## config.mk

```make
export PLATFORM = sky130hd
export DESIGN_NAME = serial_addsub
export DESIGN_NICKNAME = d
export VERILOG_FILES = /design/src/rtl/serial_addsub_pkg.sv /design/src/rtl/serial_addsub_fulladder.sv /design/src/rtl/serial_addsub.sv
export SDC_FILE = /design/constraint.sdc
export NUM_CORES = 1
export LEC_CHECK = 0
export BUFFER_PORTS_ARGS = -buffer_cell sky130_fd_sc_hd__buf_2
export CORE_MARGIN = 4
export CORE_UTILIZATION = 38
export DETAILED_ROUTE_END_ITERATION = 8
export PLACE_DENSITY_LB_ADDON = 0.1
export SLEW_MARGIN = 20
export SYNTH_ARGS = -nofsm -noshare
export SYNTH_HDL_FRONTEND = slang
export SYNTH_HIERARCHICAL = 1
export SYNTH_SLANG_ARGS = --single-unit
```

## constraint.sdc

```tcl
create_clock -name clk -period 1.5 [get_ports clk]
set_input_delay 0.15 -clock clk [delete_from_list [all_inputs] [get_ports clk]]
set_output_delay 0.15 -clock clk [all_outputs]
set_load 0.01 [all_outputs]
```

## src/rtl/serial_addsub_pkg.sv

```systemverilog
// Shared types for the bit-serial adder/subtractor.
package serial_addsub_pkg;

    typedef enum logic [1:0] {
        IDLE  = 2'd0,
        SHIFT = 2'd1,
        DONE  = 2'd2
    } state_t;

endpackage

```

## src/rtl/serial_addsub_fulladder.sv

```systemverilog
// Single-bit full adder used as the serial arithmetic cell.
module fulladder (
    input  logic a,
    input  logic b,
    input  logic cin,
    output logic s,
    output logic cout
);

    assign s    = a ^ b ^ cin;
    assign cout = (a & b) | (a & cin) | (b & cin);

endmodule

```

## src/rtl/serial_addsub.sv

```systemverilog
// Bit-serial two's-complement add/subtract, one bit per clock, LSB first.
// Optional macro SERIAL_ADDSUB_SAT_EN: saturate y to the signed limit on overflow.
module serial_addsub
    import serial_addsub_pkg::*;
#(
    parameter int WIDTH = 8
) (
    input  logic             clk,
    input  logic             reset_n,
    input  logic             in_valid,
    output logic             in_ready,
    input  logic [WIDTH-1:0] a,
    input  logic [WIDTH-1:0] b,
    input  logic             sub,
    output logic             out_valid,
    input  logic             out_ready,
    output logic [WIDTH-1:0] y,
    output logic             cout,
    output logic             ovf
);

    localparam int             CW       = $clog2(WIDTH);
    localparam logic [CW-1:0]  CNT_LAST = CW'(WIDTH - 1);

    state_t           state_q, state_d;
    logic [WIDTH-1:0] a_sr_q, a_sr_d;
    logic [WIDTH-1:0] b_sr_q, b_sr_d;
    logic [WIDTH-1:0] res_q, res_d;
    logic             carry_q, carry_d;
    logic [CW-1:0]    cnt_q, cnt_d;
    logic [WIDTH-1:0] y_q, y_d;
    logic             cout_q, cout_d;
    logic             ovf_q, ovf_d;
    logic             fa_s, fa_c;

    fulladder u_cell (
        .a    (a_sr_q[0]),
        .b    (b_sr_q[0]),
        .cin  (carry_q),
        .s    (fa_s),
        .cout (fa_c)
    );

    // On overflow the true result lies beyond the limit on the side of a's sign.
    function automatic logic [WIDTH-1:0] sat_limit(input logic sign);
        logic [WIDTH-1:0] lim;
        lim = {1'b0, {(WIDTH-1){1'b1}}};
        return sign ? ~lim : lim;
    endfunction

    always_comb begin
        state_d = state_q;
        a_sr_d  = a_sr_q;
        b_sr_d  = b_sr_q;
        res_d   = res_q;
        carry_d = carry_q;
        cnt_d   = cnt_q;
        y_d     = y_q;
        cout_d  = cout_q;
        ovf_d   = ovf_q;
        case (state_q)
            IDLE: begin
                if (in_valid) begin
                    a_sr_d  = a;
                    b_sr_d  = b ^ {WIDTH{sub}};
                    carry_d = sub;
                    cnt_d   = '0;
                    state_d = SHIFT;
                end
            end
            SHIFT: begin
                a_sr_d  = a_sr_q >> 1;
                b_sr_d  = b_sr_q >> 1;
                res_d   = WIDTH'({fa_s, res_q} >> 1);
                carry_d = fa_c;
                if (cnt_q == CNT_LAST) begin
                    // Last cycle: a_sr_q[0] is a's MSB and carry_q is the carry into the MSB.
                    cout_d  = fa_c;
                    ovf_d   = carry_q ^ fa_c;
`ifdef SERIAL_ADDSUB_SAT_EN
                    y_d     = (carry_q ^ fa_c) ? sat_limit(a_sr_q[0]) : res_d;
`else
                    y_d     = res_d;
`endif
                    state_d = DONE;
                end else begin
                    cnt_d = cnt_q + 1'b1;
                end
            end
            DONE: begin
                if (out_ready) begin
                    state_d = IDLE;
                end
            end
            default: state_d = IDLE;
        endcase
    end

    always_ff @(posedge clk or negedge reset_n) begin
        if (!reset_n) begin
            state_q <= IDLE;
            a_sr_q  <= '0;
            b_sr_q  <= '0;
            res_q   <= '0;
            carry_q <= 1'b0;
            cnt_q   <= '0;
            y_q     <= '0;
            cout_q  <= 1'b0;
            ovf_q   <= 1'b0;
        end else begin
            state_q <= state_d;
            a_sr_q  <= a_sr_d;
            b_sr_q  <= b_sr_d;
            res_q   <= res_d;
            carry_q <= carry_d;
            cnt_q   <= cnt_d;
            y_q     <= y_d;
            cout_q  <= cout_d;
            ovf_q   <= ovf_d;
        end
    end

    assign in_ready  = (state_q == IDLE);
    assign out_valid = (state_q == DONE);
    assign y         = y_q;
    assign cout      = cout_q;
    assign ovf       = ovf_q;

endmodule

```

Word-level counts from Yosys, hierarchy flattened
Cells that the tools add are included.
{ "classes": {"n_mux": 13, "eq_ne": 7, "n_div": 0, "bitwise": 9, "mul": 0, "reduce_logical": 6, "shifts": 0, "n_lt_le_gt_ge": 0, "add_sub_neg": 1} }
{ "ops": {"columns": ["cell", "count"], "rows": [
  ["case mux 8 bit (2 select lines)", 2],
  ["2-to-1 mux 8 bit", 2],
  ["XOR 8 bit", 1],
  ["2-to-1 mux 2 bit", 3],
  ["2-to-1 mux 3 bit", 2],
  ["!= test 2 bit, second input constant", 3],
  ["case mux 2 bit (3 select lines)", 1],
  ["case mux 3 bit (2 select lines)", 1],
  ["AND reduction 3 bit", 2],
  ["AND reduction 2 bit", 2],
  ["adder 3 x 1 -> 3 bit, second input constant", 1],
  ["AND 1 bit", 3],
  ["== test 3 bit, second input constant", 1],
  ["XOR 1 bit", 3],
  ["== test 2 x 1 -> 1 bit, second input constant", 1],
  ["== test 2 bit, second input constant", 1],
  ["logical NOT 2 bit", 1],
  ["!= test 2 x 1 -> 1 bit, second input constant", 1],
  ["bitwise OR 1 bit", 2],
  ["case mux 1 bit (2 select lines)", 1],
  ["nonzero test 2 bit", 1],
  ["2-to-1 mux 1 bit", 1]
]} }
{ "totals": {"latchBits": 0, "ram_bits": 0, "romBits": 0, "ff_bits": 40, "mem_count": 0, "in_bits": 21} }

Longest topological paths before layout
Gate-level depths: netlist of run 1.
{ "logic_depth": {"depth_word": 4, "ltp_mapped": 6, "ltp_nobuf": 5} }

Cells and area by module
Netlist of run 1, hierarchy kept.
{ "by_module_without_submodules": {"columns": ["mod", "area_per_inst_um2", "cells_each", "n_inst"], "rows": [
  ["serial_addsub", 1727.9, 139, 1],
  ["fulladder", 20.0, 1, 1]
]} }

Least setup slack after synthesis of run 1
No wires, ideal clock.
{ "synth_path": {"kind": "reg2reg", "start": "register cnt_q[0]", "end": "register cout_q, in the netlist cout", "path_buffers": 1, "stages_incl_launch_ff": 6, "arrival_ps": 1415, "synth_period_minus_slack_ps": 1540, "setup_time_ps": 125, "setup_slack_ps": -40, "t_required_ps": 1375, "cell_sequence": "dfrtp_1 > ha_1 > ha_1 > nand3b_1 > buf_2 > mux2_2"} }
{ "synth_between": {"elab_chain_len": 2} }
{ "synth_lines": {"columns": ["item", "line_no", "text"], "rows": [
  ["start, declared", "serial_addsub.sv:30", "logic [CW-1:0] cnt_q, cnt_d;"],
  ["start signal, assigned", "serial_addsub.sv:116", "cnt_q <= cnt_d;"],
  ["== test 3 bit", "serial_addsub.sv:76", "if (cnt_q == CNT_LAST) begin"],
  ["AND reduction 2 bit (no source line)", null, null],
  ["end signal, assigned", "serial_addsub.sv:118", "cout_q <= cout_d;"],
  ["end, declared", "serial_addsub.sv:32", "logic cout_q, cout_d;"]
]} }
Every way passes these cells.
A chain may end at the register's enable or synchronous reset.

Worst setup path in the final report of run 1
{ "layout_path": {"start": "register cnt_q[1]", "end": "register cnt_q[0]"} }
{ "layout_between": {"elab_chain_len": 3} }
{ "layout_lines": {"columns": ["item", "line_no"], "rows": [
  ["== test 3 bit", "serial_addsub.sv:76"],
  ["!= test 2 bit (no source line)", null],
  ["AND reduction 3 bit (no source line)", null]
]} }
Every way passes these cells.

==> results of run 1 <==
-- synth_stat cells (3+ instances only) --
master and count:
dfrtp_1 39, mux2_2 17, a22oi_1 11, xnor2_1 8, buf_2 6, nand2_1 6, o2bb2ai_1 6, nor2b_1 5
o21ai_0 5, a221o_1 4, inv_1 4, nor2_1 4, o211ai_1 3
-- cell type report --
cell class / instances / area [sq um] / area share (%)
Multi-Input combinational cell: 87 / 759 / 33.4
Clock buffer: 6 / 82.6 / 3.63
Inverter: 4 / 15.0 / 0.660
Clock inverter: 2 / 35.0 / 1.54
Tap cell: 52 / 65.1 / 2.86
Sequential cell: 39 / 977 / 43.0
Timing Repair Buffer: 53 / 340 / 15.0
-- routing by layer --
| metal | wire length (um) | vias up |
|---|---|---|
| met1 | 1750 | 637 |
| met4 | 58 | 0 |
| li1 | - | 608 |
| met3 | 191 | 8 |
| met5 | 0 | - |
| met2 | 1730 | 29 |
-- power by group through the flow --
| stage | sequential [mW] | clock, mW | combinational (mW) |
|---|---|---|---|
| global route | 1.90 | 0.961 | 2.18 |
| detailed placement | 1.85 | 0 | 1.69 |
| CTS | 1.84 | 0.927 | 1.84 |
| global placement | 1.83 | 0 | 1.65 |
| floorplan | 1.83 | 0 | 1.12 |
| finish | 1.85 | 0.908 | 1.96 |
-- through the flow --
step	setup TNS, ns	instance area [sq um]	util, %	instances
3_5_place_dp	-0.133	2050	46.3	227
4_1_cts	-0.0700	2250	51.0	240
2_1_floorplan	0	1750	-	140
6_report	0	2270	51.5	243
5_1_grt	-0.167	2270	51.5	243
3_3_place_gp	0	2050	46.3	227
-- worst reg2reg max path, cell delays in order, from the launching register on --
cell	delay, ns
dfrtp_1	0.40
ha_2	0.20
ha_4	0.16
buf_4	0.13
nor2b_2	0.11
o21bai_2	0.11
mux2_4	0.27
-- logic make-up (layout without fill, tap and decap cells) --
group                      count (synthesis)  in the layout  share of synthesized area [%]
AOI/OAI and AO/OA                         36             36                           15.8
xor gates and xnor gates                   9              9                           4.51
adders and majority gates                  3              3                           2.58
buffers and inverters                     14             65                           3.72
DFF                                       39             39                           55.8
muxes                                     17             17                           11.0
and+or+nand+nor                           22             22                           6.59
-- final timing paths --
check,start,end,slack [ns],depth (start not counted)
worst max-delay path,cnt_q[1],cnt_q[0],0.01,6
worst min-delay path,out_ready,state_q[1],0.06,2
worst max register to register,cnt_q[1],cnt_q[0],0.01,6
worst min register to register,ovf,ovf,0.49,2
max in group asynchronous,reset_n,state_q[0],0.71,3
min in group asynchronous,reset_n,b_sr_q[2],0.31,2
-- flip-flops by register name (all words and copies together) (netlist names) --
name and cells:
b_sr_q 8, res_q 7, y 8, cnt_q 3, state_q 2, cout 1
ovf 1, a_sr_q 8, carry_q 1
-- what timing repair did --
action | CTS | global route
gates cloned | 1 | 0
endpoints found under the hold margin | 17 | 0
endpoints found under the setup margin | 10 | 18
pin swaps | 1 | 3
resized for setup | 9 | 10
setup buffers | 3 | 5
hold buffers | 1 | 0
==> flow_summary.ini, run 1 <==
[clock_tree]
cts-root-buf = clkbuf_8
cts_sinks = 39
clockBufferDepth = 2
cts_max_level = 2
cts_tree = yes
cts.clk_slew.worst_paths_ns = 0.08
cts_made_buffers = 5
worstSkewPairLatency_ns = 0.30

[synth]
syn_area_per_cell_sq_um = 12.5
synth.cell_area_sq_um = 1750
yosys_warnings = 6
syn_inst = 140
ys_ff_latch = 39
yosys.area.top_type = dfrtp_1
yosysSeqAreaShare_pct = 55.8
ys.flop_type = dfrtp_1
synth_cell_types = 31
synth_nets = 164
async_reset_ff_share_pct = 100
synth-edff-count = 0
synth_area_leaders = dfrtp_1, mux2_2, a22oi_1, xnor2_1, o2bb2ai_1
synth_top_area_share_pct = 55.8

[floorplan]
rows = 24
die_area_sq_um = 5750
start_util_pct = 39.6
fp.coreArea_sq_um = 4410
ios = 33
die_y_um = 75.8
die_w_um = 75.8

[worst_setup_path]
critPathBufInv = 1
crit_required_ns = 1.68
cp_slowest_cell = dfrtp_1
cp.arrival_ns = 1.67
crit_path_end_kind = register
cpPeakStageDelay_ns = 0.40
crit_type = register to register
cp-start-kind = register
crit_family = flip-flops
crit_fanout = 4
path_cells = ha_2 -> ha_4 -> buf_4 -> nor2b_2 -> o21bai_2 -> mux2_4

[final_layout]
final_nets = 214
mostFrequentLayoutCells = dfrtp_1, buf_2, buf_4
area_growth_pct = 30.1
diodes = 0
drive_gt1_share_pct = 44.5
fillerInstances = 398
final_common_cell = dfrtp_1

[pwr]
total_power_mw = 4.72
p_switching_mw = 1.53
clockPowerShare_pct = 19.3
p_comb_share_pct = 41.6
p_per_area_nw_per_um2 = 2070
p_int_mw = 3.19
swShare_pct = 32.4
power_frac_seq_pct = 39.1
leakagePower_nw = 1.09
ir_drop_mv = 0.990

[global_route]
gr-total-overflow = 0
use_met2_pct = 20.5
gr-usage-met1_pct = 20.2
gr-max-usage-layer = met2
grt_max_degree = 23
grt_pass1_wl_mm = 6.16
grt.total_usage_pct = 14.5
grt_pass1_vias = 1312
grt_util_met3_pct = 5.15
antenna_found_initial = 0

[drt]
num_vias = 1282
routed_wl_mm = 3.72
drtIter0Drc = 42
vias_per_cell = 5.28
antenna_left = 0
wire_per_inst_um = 15.3
drtPass1Iterations = 4
drc = 0

[sta]
rsz0062_at_grt = true
layout_setup_ws_ns = 0.0143
fin_crit_sh_pct = 99.0
max_slew_margin_pct = 71.3
slew_viol_final = 0
worstMarginPinSlew_ns = 0.431
skew_ns = 0.00627
max_freq_mhz = 673
hold-worst-slack_ns = 0.0630
period_needed_ns = 1.49
hold_violations = 0
setup_violations = 0

[placement]
hpwl_mm = 2.55
globalplace.congestion = 0.692
io_buffers = 32
pre_cts_ws_ns = -0.0207

[run_status]
status = finished clean

[run]
max_cap_viol_count = 0

[hold_path]
hp-class = input pin to register
(Power assumes the default switching activity.)
==> inputs of run 2 (changes only) <==
- CORE_ASPECT_RATIO: unset -> 1.1
==> flow_summary.ini, run 2 (synthesis results as in run 1) <==
[final_layout]
area_growth_pct = 25.8
utilization_pct = 50.2
mostFrequentLayoutCells = dfrtp_1, buf_2, mux2_2
final_common_cell = dfrtp_1
drive_gt1_share_pct = 42.4
final_nets = 207
diodes = 0
fillerInstances = 412

[sta]
setup_violations = 0
slew_viol_final = 0
period_needed_ns = 1.46
tns_ns = 0
hold_violations = 0
worstMarginPinSlew_ns = 0.314
hold-worst-slack_ns = 0.0511
skew_ns = 0.00497
layout_setup_ws_ns = 0.0354
max_freq_mhz = 683
rsz0062_at_grt = false
max_slew_margin_pct = 79.0
fin_crit_sh_pct = 97.6

[placement]
globalplace.congestion = 0.765
io_buffers = 32
pre_cts_ws_ns = -0.0181
hpwl_mm = 2.67

[drt]
drc = 0
wire_per_inst_um = 14.9
vias_per_cell = 5.13
num_vias = 1222
drtPass1Iterations = 4
antenna_left = 0
drtIter0Drc = 39
routed_wl_mm = 3.54

[worst_setup_path]
cp-start-kind = register
cp_slowest_cell = dfrtp_1
crit_required_ns = 1.67
reg2regPathDepth = 6
critPathBufInv = 1
r2r_end = cnt_q[0]
path_cells = ha_2 -> ha_2 -> buf_4 -> nor2b_4 -> o21bai_4 -> mux2_4
crit_family = flip-flops
crit_type = register to register
cpPeakStageDelay_ns = 0.39
rr_startpoint = cnt_q[1]
r2r_slack_ns = 0.04
crit_path_end_kind = register
crit_fanout = 4
cp.arrival_ns = 1.64
cpMostUsedCell = ha_2

[global_route]
grt_max_degree = 18
grt.total_usage_pct = 13.1
gr-total-overflow = 0
antenna_found_initial = 0
grt_pass1_wl_mm = 5.95
grt_pass1_vias = 1312

[floorplan]
fp.coreArea_sq_um = 4380
rows = 25
die_y_um = 79.1
ios = 33
start_util_pct = 39.9
die_area_sq_um = 5750
die_w_um = 72.7

[clock_tree]
cts_max_level = 2
cts.clk_slew.worst_paths_ns = 0.07
cts_sinks = 39
cts-root-buf = clkbuf_8
cts_made_buffers = 5
worstSkewPairLatency_ns = 0.29
clockBufferDepth = 2
postCtsSetupRepairBufs = 0
cts_tree = yes

[pwr]
leakagePower_nw = 1.03
ir_drop_mv = 0.814
p_per_area_nw_per_um2 = 2040

[run]
max_cap_viol_count = 0

[hold_path]
holdPathEnd = state_q[1]
hold_path_depth = 2
hp-start = out_ready
hp-class = input pin to register

[run_status]
status = finished clean
-- run 2: power by group --
part	switching, mW	total [mW]	internal, mW
registers	0.319	1.85	1.53
logic	0.781	1.78	0.995
clock network	0.368	0.863	0.495
-- run 2: area by class of cell --
type                       instances  area [sq um]  area share, %
timing repair buffer              46           284           12.9
inverter                           4          15.0          0.683
tap                               54          67.6           3.07
multi-input combinational         87           743           33.8
sequential                        39           977           44.4
clock inverter                     3          43.8           1.99
clock buffer                       5          68.8           3.13
-- run 2: worst register-to-register path, cell delays in order, from the launching register on --
cell,delay (ns)
dfrtp_1,0.39
ha_2,0.18
ha_2,0.16
buf_4,0.14
nor2b_4,0.12
o21bai_4,0.09
mux2_4,0.26
-- run 2: what timing repair did --
item,CTS,global route
gates resized for setup,5,8
setup endpoints to repair,4,13
hold endpoints to repair,10,0
pin swaps,1,2
hold buffers,1,0
-- run 2: worst max path at each step --
| stage | to | depth (start not counted) | from | slack, ns |
|---|---|---|---|---|
| finish | cnt_q[0] | 6 | cnt_q[1] | 0.04 |
| global route | out_valid | 5 | state_q[0] | 0.003 |
| CTS | out_valid | 5 | state_q[0] | 0.01 |
| detailed placement | cnt_q[0] | 6 | cnt_q[0] | -0.02 |
| global placement | y[5] | 5 | cnt_q[0] | 0.02 |
| floorplan | cout | 5 | cnt_q[0] | 0.002 |
-- run 2: metal layers --
metal  global-route usage (%)  vias up  wire length (um)
li1                         -      594                 -
met1                     16.9      597              1740
met2                     20.7       26              1580
met3                     4.56        5               195
met4                     4.06        0                29
met5                        0        -                 0
-- run 2: metrics by stage --
step           power, mW  area, sq um  std cells
2_1_floorplan       2.95         1750        140
3_3_place_gp        3.47         2040        229
3_5_place_dp        3.56         2040        229
4_1_cts             4.47         2170        238
5_1_grt             4.81         2200        238
6_report            4.49         2200        238
==> inputs of run 3 (changes only) <==
- HOLD_SLACK_MARGIN: unset -> 0.1
==> flow_summary.ini, run 3 (synthesis results as in run 1) <==
[worst_setup_path]
cpPeakStageDelay_ns = 0.39
cp.arrival_ns = 1.64
crit_type = register to register
cp_slowest_cell = dfrtp_1
crit_path_end_kind = register
path_cells = ha_2 -> ha_2 -> buf_4 -> nor2b_4 -> o21bai_4 -> mux2_4
crit_fanout = 4
cp-start-kind = register
reg2regPathDepth = 6
r2r_end = cnt_q[0]
rr_startpoint = cnt_q[1]
cpMostUsedCell = ha_2
crit_required_ns = 1.67
r2r_slack_ns = 0.04

[final_layout]
diodes = 0
drive_gt1_share_pct = 42.2
utilization_pct = 50.5
area_growth_pct = 26.4
mostFrequentLayoutCells = dfrtp_1, buf_2, mux2_2
final_area_sq_um = 2210
final_nets = 208
final_common_cell = dfrtp_1
fin_cells = 239

[pwr]
power_frac_seq_pct = 41.2
ir_drop_mv = 0.814
clockPowerShare_pct = 19.2
p_comb_share_pct = 39.6
total_power_mw = 4.49
p_per_area_nw_per_um2 = 2030
p_switching_mw = 1.47
swShare_pct = 32.7
p_int_mw = 3.02
leakagePower_nw = 1.04

[hold_path]
hold_path_depth = 2
holdPathEnd = a_sr_q[7]
hp-start = a[7]
hp-class = input pin to register

[placement]
globalplace.congestion = 0.765
io_buffers = 32
dp_cells = 229
hpwl_mm = 2.67
postPlaceCellArea_sq_um = 2040

[drt]
drtIter0Drc = 37
antenna_left = 0
routed_wl_mm = 3.54
drtPass1Iterations = 4
drc = 0
num_vias = 1231
vias_per_cell = 5.15
wire_per_inst_um = 14.8

[sta]
tns_ns = 0
slew_viol_final = 0
max_slew_margin_pct = 78.8
fin_crit_sh_pct = 97.6
setup_violations = 0
worstMarginPinSlew_ns = 0.317
rsz0062_at_grt = false
period_needed_ns = 1.46
hold_violations = 0
max_freq_mhz = 683
skew_ns = 0.00461

[run_status]
status = finished clean

[clock_tree]
clockBufferDepth = 2
postCtsSetupRepairBufs = 0
cts_made_buffers = 5
cts_max_level = 2
cts-root-buf = clkbuf_8
cts_sinks = 39
worstSkewPairLatency_ns = 0.29
cts_tree = yes
cts.clk_slew.worst_paths_ns = 0.08

[global_route]
antenna_found_initial = 0
grt.total_usage_pct = 13.1
grt_pass1_wl_mm = 5.96
grt_pass1_vias = 1315
grt_max_degree = 18
gr-total-overflow = 0

[floorplan]
ios = 33
die_area_sq_um = 5750
rows = 25
start_util_pct = 39.9
die_w_um = 72.7
fp.coreArea_sq_um = 4380
die_y_um = 79.1

[run]
max_cap_viol_count = 0
run 3: cell types whose count changed in the layout (fill, tap and decap cells not counted), sizes merged:
cell | before | now
dlygate4sd3 | 1 | 2
run 3: metrics by stage:
stage,setup WS [ns],hold slack [ns]
2_1_floorplan,0.00200,-0.146
3_3_place_gp,0.0239,0.0365
3_5_place_dp,-0.0181,0.0455
4_1_cts,0.00967,0.113
5_1_grt,0.00290,0.122
6_report,0.0353,0.118
run 3: worst max path at each step:
stage	cells past startpoint	start	endpoint	slack, ns
after floorplan	5	cnt_q[0]	cout	0.002
after global placement	5	cnt_q[0]	y[5]	0.02
after detailed placement	6	cnt_q[0]	cnt_q[0]	-0.02
after CTS	5	state_q[0]	out_valid	0.01
after global routing	5	state_q[0]	out_valid	0.003
final	6	cnt_q[1]	cnt_q[0]	0.04
run 3: critical path, delay by kind of cell, from the launching register on:
| kind | cells | cell delay, ns |
|---|---|---|
| AO/OA/AOI/OAI | 1 | 0.09 |
| adder cells (fa/ha/maj) | 2 | 0.34 |
| buffers and inverters | 1 | 0.14 |
| flip-flops | 1 | 0.39 |
| multiplexers | 1 | 0.26 |
| AND/OR/NAND/NOR | 1 | 0.12 |
run 3: power groups by stage:
stage	Clock, mW	Sequential, mW	Combinational [mW]
floorplan	0	1.83	1.12
global placement	0	1.84	1.63
detailed placement	0	1.86	1.69
CTS	0.891	1.85	1.73
global route	0.936	1.91	1.96
finish	0.864	1.85	1.78
run 3: routing by layer:
| metal | GRT usage, % | routed length (um) | up-vias | part of all wire [%] |
|---|---|---|---|---|
| met2 | 20.7 | 1580 | 26 | 45 |
| met3 | 4.30 | 182 | 5 | 5.1 |
| met4 | 4.06 | 29 | 0 | 0.82 |
| met1 | 17.0 | 1740 | 604 | 49 |
| met5 | 0 | 0 | - | 0 |
| li1 | - | - | 596 | - |
run 3: what timing repair did:
action                                  CTS  global route
pin swaps                                 1             2
gates resized for setup                   5             8
hold buffers                              2             0
hold endpoints to repair                 40             0
endpoints found under the setup margin    4            13
run 3: area by class of cell:
class | count | area [sq um]
timing repair buffer | 47 | 294
tap | 54 | 67.6
fill | 411 | 2170
sequential | 39 | 977
inverter | 4 | 15.0
clock buffer | 5 | 68.8
clock inverter | 3 | 43.8
multi-input combinational | 87 | 743
